--- config.mk ---
export PLATFORM = sky130hd
export DESIGN_NAME = cam_capture_rgb444_flat
export DESIGN_NICKNAME = d
export VERILOG_FILES = /design/src/rtl/cam_capture_rgb444_if.sv /design/src/rtl/cam_capture_rgb444.sv /design/src/flat_wrapper.sv
export SDC_FILE = /design/constraint.sdc
export NUM_CORES = 1
export LEC_CHECK = 0
export ABC_AREA = 1
export BUFFER_PORTS_ARGS = -buffer_cell sky130_fd_sc_hd__buf_4
export CORE_UTILIZATION = 30
export DETAILED_ROUTE_END_ITERATION = 6
export SLEW_MARGIN = 25
export SYNTH_ARGS = -nofsm -noshare
export SYNTH_HDL_FRONTEND = slang
export SYNTH_SLANG_ARGS = --single-unit
--- constraint.sdc ---
create_clock -name CAM_pclk -period 2.1 [get_ports CAM_pclk]
set_clock_uncertainty 0.1 [all_clocks]
set_input_delay 0.21 -clock CAM_pclk [delete_from_list [all_inputs] [get_ports CAM_pclk]]
set_output_delay 0.21 -clock CAM_pclk [all_outputs]
set_load 0.1 [all_outputs]
--- src/rtl/cam_capture_rgb444_if.sv ---
// Camera-to-frame-buffer capture bus.
// Camera side : CAM_px_data, CAM_href, CAM_vsync (driven by the camera/master)
// Buffer side : DP_RAM_regW, DP_RAM_addr_in, DP_RAM_data_in (driven by the capture block/slave)
// Status      : frame_done, overflow (driven by the capture block/slave)
interface cam_capture_rgb444_if #(
   parameter int unsigned AW = 15,
   parameter int unsigned DW = 12
);
   logic [7:0]    CAM_px_data;
   logic          CAM_href;
   logic          CAM_vsync;
   logic          DP_RAM_regW;
   logic [AW-1:0] DP_RAM_addr_in;
   logic [DW-1:0] DP_RAM_data_in;
   logic          frame_done;
   logic          overflow;

   modport master (
      output CAM_px_data, CAM_href, CAM_vsync,
      input  DP_RAM_regW, DP_RAM_addr_in, DP_RAM_data_in, frame_done, overflow
   );

   modport slave (
      input  CAM_px_data, CAM_href, CAM_vsync,
      output DP_RAM_regW, DP_RAM_addr_in, DP_RAM_data_in, frame_done, overflow
   );
endinterface

--- src/rtl/cam_capture_rgb444.sv ---
// OV7670 pixel capture: frames the byte stream with VSYNC/HREF, packs each
// RGB565 byte pair into an RGB444 word and writes it row-major to the frame
// buffer, one address per pixel, for a CAM_SCREEN_X x CAM_SCREEN_Y image.
// Ports:
//   CAM_pclk : pixel clock, all logic on its rising edge
//   rst      : synchronous active-low reset
//   bus      : camera inputs, buffer write port and frame status (slave side)
module cam_capture_rgb444 #(
   parameter int unsigned AW           = 15,
   parameter int unsigned DW           = 12,
   parameter int unsigned CAM_SCREEN_X = 160,
   parameter int unsigned CAM_SCREEN_Y = 120
) (
   input  logic                 CAM_pclk,
   input  logic                 rst,
   cam_capture_rgb444_if.slave  bus
);
   localparam int unsigned NPIX = CAM_SCREEN_X * CAM_SCREEN_Y;

   typedef enum logic [1:0] {IDLE, BYTE1, BYTE2, WAIT_LOW} state_t;

   state_t        state, state_nxt;
   logic          vsync_d;
   logic [AW-1:0] pix_cnt, pix_cnt_nxt;
   logic [7:0]    byte1, byte1_nxt;
   logic          regw, regw_nxt;
   logic [AW-1:0] addr, addr_nxt;
   logic [DW-1:0] data, data_nxt;
   logic          frame_done, frame_done_nxt;
   logic          overflow, overflow_nxt;

   logic vs_fall_c, vs_rise_c;
   assign vs_fall_c = vsync_d & ~bus.CAM_vsync;
   assign vs_rise_c = ~vsync_d & bus.CAM_vsync;

   // Next-state and registered-output logic; vsync outranks href everywhere
   always_comb begin
      state_nxt      = state;
      pix_cnt_nxt    = pix_cnt;
      byte1_nxt      = byte1;
      regw_nxt       = 1'b0;
      addr_nxt       = addr;
      data_nxt       = data;
      frame_done_nxt = 1'b0;
      overflow_nxt   = overflow;

      case (state)
         IDLE, WAIT_LOW: begin
            if (vs_fall_c) begin
               pix_cnt_nxt  = '0;
               overflow_nxt = 1'b0;
               state_nxt    = BYTE1;
            end
         end
         BYTE1: begin
            if (bus.CAM_vsync) begin
               frame_done_nxt = vs_rise_c && (pix_cnt != '0);
               state_nxt      = WAIT_LOW;
            end else if (bus.CAM_href) begin
               byte1_nxt = bus.CAM_px_data;
               state_nxt = BYTE2;
            end
         end
         BYTE2: begin
            if (bus.CAM_vsync) begin
               frame_done_nxt = vs_rise_c && (pix_cnt != '0);
               state_nxt      = WAIT_LOW;
            end else begin
               // href low here means an odd byte count: byte1 is dropped
               state_nxt = BYTE1;
               if (bus.CAM_href) begin
                  if (pix_cnt == AW'(NPIX)) begin
                     overflow_nxt = 1'b1;
                  end else begin
                     regw_nxt    = 1'b1;
                     addr_nxt    = pix_cnt;
                     data_nxt    = DW'({byte1[7:4], byte1[2:0], bus.CAM_px_data[7],
                                        bus.CAM_px_data[4:1]});
                     pix_cnt_nxt = pix_cnt + AW'(1);
                  end
               end
            end
         end
         default: state_nxt = IDLE;
      endcase
   end

   // State and output registers
   always_ff @(posedge CAM_pclk) begin
      if (!rst) begin
         state      <= IDLE;
         vsync_d    <= 1'b0;
         pix_cnt    <= '0;
         byte1      <= '0;
         regw       <= 1'b0;
         addr       <= '0;
         data       <= '0;
         frame_done <= 1'b0;
         overflow   <= 1'b0;
      end else begin
         state      <= state_nxt;
         vsync_d    <= bus.CAM_vsync;
         pix_cnt    <= pix_cnt_nxt;
         byte1      <= byte1_nxt;
         regw       <= regw_nxt;
         addr       <= addr_nxt;
         data       <= data_nxt;
         frame_done <= frame_done_nxt;
         overflow   <= overflow_nxt;
      end
   end

   assign bus.DP_RAM_regW    = regw;
   assign bus.DP_RAM_addr_in = addr;
   assign bus.DP_RAM_data_in = data;
   assign bus.frame_done     = frame_done;
   assign bus.overflow       = overflow;
endmodule

--- src/flat_wrapper.sv ---
// flat-port wrapper written by rule: the top's interface ports become plain ports
module cam_capture_rgb444_flat 
#(
   parameter int unsigned AW           = 15,
   parameter int unsigned DW           = 12,
   parameter int unsigned CAM_SCREEN_X = 160,
   parameter int unsigned CAM_SCREEN_Y = 120
)
  (CAM_pclk, rst, bus_CAM_px_data, bus_CAM_href, bus_CAM_vsync, bus_DP_RAM_regW, bus_DP_RAM_addr_in, bus_DP_RAM_data_in, bus_frame_done, bus_overflow);
  cam_capture_rgb444_if #(.AW(AW), .DW(DW)) bus_i ();
  input  logic CAM_pclk;
  input  logic rst;
  input wire logic [$bits(bus_i.CAM_px_data)-1:0] bus_CAM_px_data;
  input wire logic [$bits(bus_i.CAM_href)-1:0] bus_CAM_href;
  input wire logic [$bits(bus_i.CAM_vsync)-1:0] bus_CAM_vsync;
  output wire logic [$bits(bus_i.DP_RAM_regW)-1:0] bus_DP_RAM_regW;
  output wire logic [$bits(bus_i.DP_RAM_addr_in)-1:0] bus_DP_RAM_addr_in;
  output wire logic [$bits(bus_i.DP_RAM_data_in)-1:0] bus_DP_RAM_data_in;
  output wire logic [$bits(bus_i.frame_done)-1:0] bus_frame_done;
  output wire logic [$bits(bus_i.overflow)-1:0] bus_overflow;
  assign bus_i.CAM_px_data = bus_CAM_px_data;
  assign bus_i.CAM_href = bus_CAM_href;
  assign bus_i.CAM_vsync = bus_CAM_vsync;
  assign bus_DP_RAM_regW = bus_i.DP_RAM_regW;
  assign bus_DP_RAM_addr_in = bus_i.DP_RAM_addr_in;
  assign bus_DP_RAM_data_in = bus_i.DP_RAM_data_in;
  assign bus_frame_done = bus_i.frame_done;
  assign bus_overflow = bus_i.overflow;
  cam_capture_rgb444 #(.AW(AW), .DW(DW), .CAM_SCREEN_X(CAM_SCREEN_X), .CAM_SCREEN_Y(CAM_SCREEN_Y)) u_core (.CAM_pclk(CAM_pclk), .rst(rst), .bus(bus_i));
endmodule
==> run metrics, run 1 <==
internal power 1600 uW; drt total wl 6150 um; CP endpoint kind register; vias per cell 4.71; placeable core area 0.00822 mm2; Max Buffers Root-to-Sink 2; slew at the pin closest to its max-slew limit 420 ps; combinational share of power between 20% and 30%; data arrival time of the worst path 2050 ps; GRT Total Usage between 10% and 20%; hold depth 3; setup bufs post-CTS 0; Remaining Overflow, GRT 0; top-area cell type share of the netlist area 43.1%; die width between 90 and 100 um; row count 33; antenna violations before repair 0; DR vias between 2,000 and 2,500; Hold EP u_core.byte1[0]; PortBufs 41; Antenna Nets Post-Route 0; CTS clock-pin slew for the worst setup and hold paths around 110 ps; post-synthesis instance area 0.00255 mm2; DR WL/cell 12.2 um; setup tns final 0 ps; P_leak roughly 0.0012 uW; dominant cell type by area after synthesis dfxtp_1; Max Clock Freq 0.528 GHz; R2R cell count 11; sw frac 33.5%; most common cell after layout, fill and taps aside nand2_1; crit-path max FO 16; mean post-synth cell area 7.19 um2; post-CTS sizing 0; Hold WS ~73 ps; top cell family by delay on the critical path simple AND/OR/NAND/NOR gates; Clock power frac 30.2%; Area Growth Syn to Fin 20.6%; crit-path most repeated cell nand2_1; #FFs+latches synth 55; Final Worst Setup Slack around 210 ps; Max-Cap Viols 0; share of cells above drive strength 1 18.3%; worst reg2reg setup slack about 210 ps; CTS tree built; CTS Sinks 55; busiest grt layer met2; met2 Use GR approximately 22%; NumNets Final 413; RePlAce Congestion 0.955; hold path start bus_CAM_px_data[0]; VDD IR max 0.599 mV; largest net degree at the start of global routing 40; CP bufs+invs 3; die area 0.00888 mm2; critical path class register to register; CP max stage delay 350 ps; crit path cell chain inv_1, ha_1, nand2_1, nor2_2, nand2_2, buf_4, nand3b_1, nand2_1, nand2_1, nand2_1, inv_1; final count of hold timing violations 0; worst skew pair latency 300 ps; clock root cell clkbuf_8; HPWL Detailed 4550 um; vias in the first global route roughly 2,200; initial core utilization 31.1%; Sw Pwr ~800 uW; global-route wire length before repair 10,400 um; min-delay worst type input port to register; Tcrit/Tclk final 90.2%; io pins 42; Critical R2R Launch u_core.pix_cnt[0]; fin. max-slew vios 0; RSZ-0062 raised after global routing false; Final setup violation count 0; syn nets between 300 and 400; First-pass DRT Iterations 5; outcome finished clean; Seq/Total Area, Yosys between 40% and 50%; DR iter-0 viols 179; met1 GRT Util 21.3%; total CTS buffers 5; diode count 0; Relative slew margins 72.0%; drt drc 0; R2R Path End u_core.pix_cnt[7]; fin crit period approximately 1900 ps; Syn Inst Count 355; CP Launch Type register; PwrDens just under 800 mW/mm2; Die Y-Extent 94.2 um; Ys Warns 0; dpl ws 274 ps; commonest non-fill, non-tap cells in the layout nand2_1, dfxtp_1, nand3_1; Synth cell types 29; sequential power share 45.3%; slowest stage cell on the critical path dfxtp_1; Critical Path RT around 2300 ps; cts hold-fix bufs 0; GRT met3 Usage 3.64%; H-tree Lvls 2; Synth area leaders dfxtp_1, nand2_1, nand3_1, a21oi_1, inv_1
[cell type report]
class	instances	area, um2
repair buffers	49	380
inverters	33	124
flip-flops and latches	55	1100
clock inverters	3	46.3
fillers	855	5140
well taps	105	131
multi-input cells	253	1230
clock buffers	5	68.8
[power by group through the flow]
| stage | sequential (uW) | combinational [uW] | clock (uW) |
|---|---|---|---|
| 2_1_floorplan | 1130 | 420 | 0 |
| 3_3_place_gp | 1110 | 576 | 0 |
| 3_5_place_dp | 1110 | 576 | 0 |
| 4_1_cts | 1090 | 577 | 744 |
| 5_1_grt | 1090 | 645 | 795 |
| 6_report | 1090 | 588 | 724 |
[stage by stage]
step | std cells | total power (uW) | cell area (um2) | utilization [%]
after CTS | 503 | 2410 | 3080 | 37.5
final | 503 | 2400 | 3080 | 37.5
after floorplan | 355 | 1550 | 2550 | -
after global placement | 495 | 1690 | 2960 | 36.1
after detailed placement | 495 | 1690 | 2960 | 36.1
after global routing | 503 | 2530 | 3080 | 37.5
[registers in the layout (all words and copies together) (netlist names)]
name and flops:
u_core.bus.DP_RAM_addr_in 15, u_core.vsync_d 1, u_core.bus.frame_done 1, u_core.bus.DP_RAM_data_in 12, u_core.bus.DP_RAM_regW 1, u_core.byte1 7
u_core.state 2, u_core.bus.overflow 1, u_core.pix_cnt 15
[cell families after synthesis]
kind of cell	after synthesis	synth area share [%]
AND/OR/NAND/NOR	191	33.9
AO/OA/AOI/OAI	56	11.5
flip-flops	55	43.1
buffers and inverters	47	8.77
adder cells (fa/ha/maj)	4	1.96
XOR/XNOR	2	0.686
[synthesized netlist by cell type]
library cell,count
buf_2,2
inv_2,3
buf_4,2
inv_1,30
a31oi_1,1
a21oi_2,1
nor2_1,26
nor3_4,1
ha_1,4
xor2_1,2
nand3b_1,1
a41oi_1,1
nor4_1,1
o21ai_1,4
nor2_4,3
o21ai_0,6
o21bai_1,1
buf_6,5
dfxtp_1,55
nand2_2,2
nand2_4,3
nand2_1,96
a211oi_1,1
nor2_2,2
nand3_1,50
clkbuf_1,5
a21oi_1,41
nor3_1,5
nand3_2,1
[routing by layer]
metal	vias up	wire (um)
met5	-	0
met4	0	31
met3	4	335
met2	61	2660
met1	1071	3120
li1	1233	-
[how the worst max path moves through the flow]
stage                     slack (ps)  cells after the start              start                       endpoint
after floorplan                  440                      8    u_core.state[0]  u_core.bus.DP_RAM_addr_in[11]
after global placement           260                     11  u_core.pix_cnt[0]              u_core.pix_cnt[7]
after detailed placement         270                      8  u_core.pix_cnt[0]   u_core.bus.DP_RAM_addr_in[7]
after CTS                        250                      8  u_core.pix_cnt[0]   u_core.bus.DP_RAM_data_in[6]
after global routing              50                      8  u_core.pix_cnt[0]   u_core.bus.DP_RAM_addr_in[7]
final                            210                     11  u_core.pix_cnt[0]              u_core.pix_cnt[7]
[tightest hold or removal path, delay by kind of cell]
family | cells | cell delay, ps
buffers and inverters | 1 | 110
AND/OR/NAND/NOR | 1 | 70
AO/OA/AOI/OAI | 1 | 60
(Power assumes the default switching activity.)
==> inputs of run 2 (changes only) <==
--- a/config.mk
+++ b/config.mk
@@ -7,8 +7,9 @@
 export LEC_CHECK = 0
 export ABC_AREA = 1
 export BUFFER_PORTS_ARGS = -buffer_cell sky130_fd_sc_hd__buf_4
-export CORE_UTILIZATION = 30
+export CORE_UTILIZATION = 50
 export DETAILED_ROUTE_END_ITERATION = 6
+export PLACE_DENSITY = 0.72
 export SLEW_MARGIN = 25
 export SYNTH_ARGS = -nofsm -noshare
 export SYNTH_HDL_FRONTEND = slang
==> run metrics, run 2 (synthesis gave the netlist of run 1 again) <==
global-route wire length before repair 9580 um (was 10,400 um); worst reg2reg setup slack 200 ps (was 210 ps); DR WL/cell 12.7 um (was 12.2 um); internal power 1480 uW (was 1600 uW); DR vias 2,382 (was 2,369); Area Growth Syn to Fin 18.0% (was 20.6%); outcome finished clean (unchanged); io pins 42 (unchanged); min-delay worst type input port to register (unchanged); hold depth 3 (unchanged); CP Launch Type register (unchanged); slowest stage cell on the critical path dfxtp_1 (unchanged); post-CTS sizing 0 (unchanged); Relative slew margins 68.5% (was 72.0%); RePlAce Congestion 0.921 (was 0.955); PortBufs 41 (unchanged); hold path start bus_CAM_px_data[3] (was bus_CAM_px_data[0]); Max-Cap Viols 0 (unchanged); fin area 0.00301 mm2 (was 0.00308 mm2); Antenna Nets Post-Route 0 (unchanged); CP endpoint kind register (unchanged); Levels on crit path 8 (was 11); Final setup violation count 0 (unchanged); Critical Path RT 2250 ps (was 2260 ps); largest net degree at the start of global routing 29 (was 40); cts hold-fix bufs 0 (unchanged); R2R cell count 8 (was 11); Die Y-Extent 73.5 um (was 94.2 um); crit-path most repeated cell nand2_1 (unchanged); vias per cell 5.12 (was 4.71); Sw Pwr 814 uW (was 802 uW); CTS tree built (unchanged); data arrival time of the worst path 2040 ps (was 2050 ps); Tcrit/Tclk final 90.3% (was 90.2%); crit path cell chain inv_1, ha_1, nand2_1, nor2_2, nand2_2, nand2_4, nand2_1, a21oi_1 (was inv_1, ha_1, nand2_1, nor2_2, nand2_2, buf_4, nand3b_1, nand2_1, nand2_1, nand2_1, inv_1); top cell family by delay on the critical path simple AND/OR/NAND/NOR gates (unchanged); area of the multi-input gates 0.00123 mm2 (unchanged); crit-path max FO 28 (was 16); Finished Layout Cells 465 (was 503); die width 73.5 um (was 94.2 um); PwrDens 762 mW/mm2 (was 779 mW/mm2); post-placement cell count 457 (was 495); drt drc 0 (unchanged); Hold WS 60.4 ps (was 73.4 ps); worst skew pair latency 320 ps (was 300 ps); Filler Cells Inserted 498 (was 855); setup tns final 0 ps (unchanged); Critical R2R Launch u_core.pix_cnt[0] (unchanged); Hold EP u_core.bus.DP_RAM_data_in[2] (was u_core.byte1[0]); total CTS buffers 5 (unchanged); most common cell after layout, fill and taps aside nand2_1 (unchanged); die area 0.00539 mm2 (was 0.00888 mm2); Post-DP Area 0.00292 mm2 (was 0.00296 mm2); R2R Path End u_core.bus.DP_RAM_addr_in[14] (was u_core.pix_cnt[7]); Total Power 2290 uW (was 2400 uW); Max Clock Freq 0.527 GHz (was 0.528 GHz); CP bufs+invs 1 (was 3); antenna violations before repair 0 (unchanged); fin. max-slew vios 0 (unchanged); critical path class register to register (unchanged); First-pass DRT Iterations 4 (was 5); slew at the pin closest to its max-slew limit 472 ps (was 420 ps); CTS clock-pin slew for the worst setup and hold paths 110 ps (about the same); storage element area 0.00110 mm2 (unchanged); combinational share of power 25.4% (was 24.5%); Max Buffers Root-to-Sink 2 (unchanged); diode count 0 (unchanged); HPWL Detailed 4350 um (was 4550 um); GRT Total Usage 23.2% (was 14.7%); vias in the first global route 2,067 (was 2,164); CTS Sinks 55 (unchanged); commonest non-fill, non-tap cells in the layout nand2_1, dfxtp_1, nand3_1 (unchanged); VDD IR max 0.375 mV (was 0.599 mV); CP max stage delay 340 ps (was 350 ps); H-tree Lvls 2 (unchanged); NumNets Final 413 (unchanged); P_leak 0.00119 uW (about the same); placeable core area 0.00482 mm2 (was 0.00822 mm2); Remaining Overflow, GRT 0 (unchanged); share of cells above drive strength 1 18.3% (unchanged); initial core utilization 53.0% (was 31.1%); fin crit period 1900 ps (was 1890 ps); final count of hold timing violations 0 (unchanged); setup bufs post-CTS 0 (unchanged); sw frac 35.5% (was 33.5%); Clock power frac 27.2% (was 30.2%); sequential power share 47.4% (was 45.3%); RSZ-0062 raised after global routing false (unchanged); clock root cell clkbuf_8 (unchanged); drt total wl 5920 um (was 6150 um); row count 25 (was 33); DR iter-0 viols 112 (was 179)
[run 2: metal layers]
metal  track usage [%]  vias to the layer above  share of wire, %
met5                 0                        -                 0
met4              7.26                        0               1.4
met3              4.94                        9               4.1
met2              36.9                       58                46
met1              31.6                     1079                49
li1                  -                     1236                 -
[run 2: power by group through the flow]
stage | combinational [uW] | clock [uW] | sequential, uW
floorplan | 420 | 0 | 1130
global placement | 557 | 0 | 1110
detailed placement | 572 | 0 | 1110
CTS | 573 | 636 | 1090
global route | 637 | 680 | 1090
finish | 582 | 625 | 1090
[run 2: worst register-to-register path, delay by kind of cell, from the launching register on]
| family | cells | cell delay (ps) |
|---|---|---|
| AO/OA/AOI/OAI | 1 | 140 |
| buffers and inverters | 1 | 150 |
| flip-flops | 1 | 340 |
| AND/OR/NAND/NOR | 5 | 930 |
| adder cells (fa/ha/maj) | 1 | 180 |
[run 2: area by class of cell]
type	count	area share, %
clock buffers	5	2.28
clock inverters	3	0.914
inverters	33	4.11
multi-input cells	253	40.7
flip-flops and latches	55	36.5
well taps	67	2.78
repair buffers	49	12.6
[run 2: metrics by stage]
stage | util (%) | worst slack [ps]
after floorplan | - | 438
after detailed placement | 60.5 | 221
after global routing | 62.5 | 27.3
final | 62.5 | 204
after global placement | 60.5 | 240
after CTS | 62.5 | 178
[run 2: worst max path at each step]
stage | startpoint | to | slack, ps
after floorplan | u_core.state[0] | u_core.bus.DP_RAM_addr_in[11] | 440
after global placement | u_core.pix_cnt[0] | u_core.bus.DP_RAM_addr_in[10] | 240
after detailed placement | u_core.pix_cnt[0] | u_core.bus.DP_RAM_data_in[7] | 220
after CTS | u_core.pix_cnt[0] | u_core.bus.DP_RAM_addr_in[14] | 180
after global routing | u_core.pix_cnt[0] | u_core.bus.DP_RAM_addr_in[14] | 30
final | u_core.pix_cnt[0] | u_core.bus.DP_RAM_addr_in[14] | 200
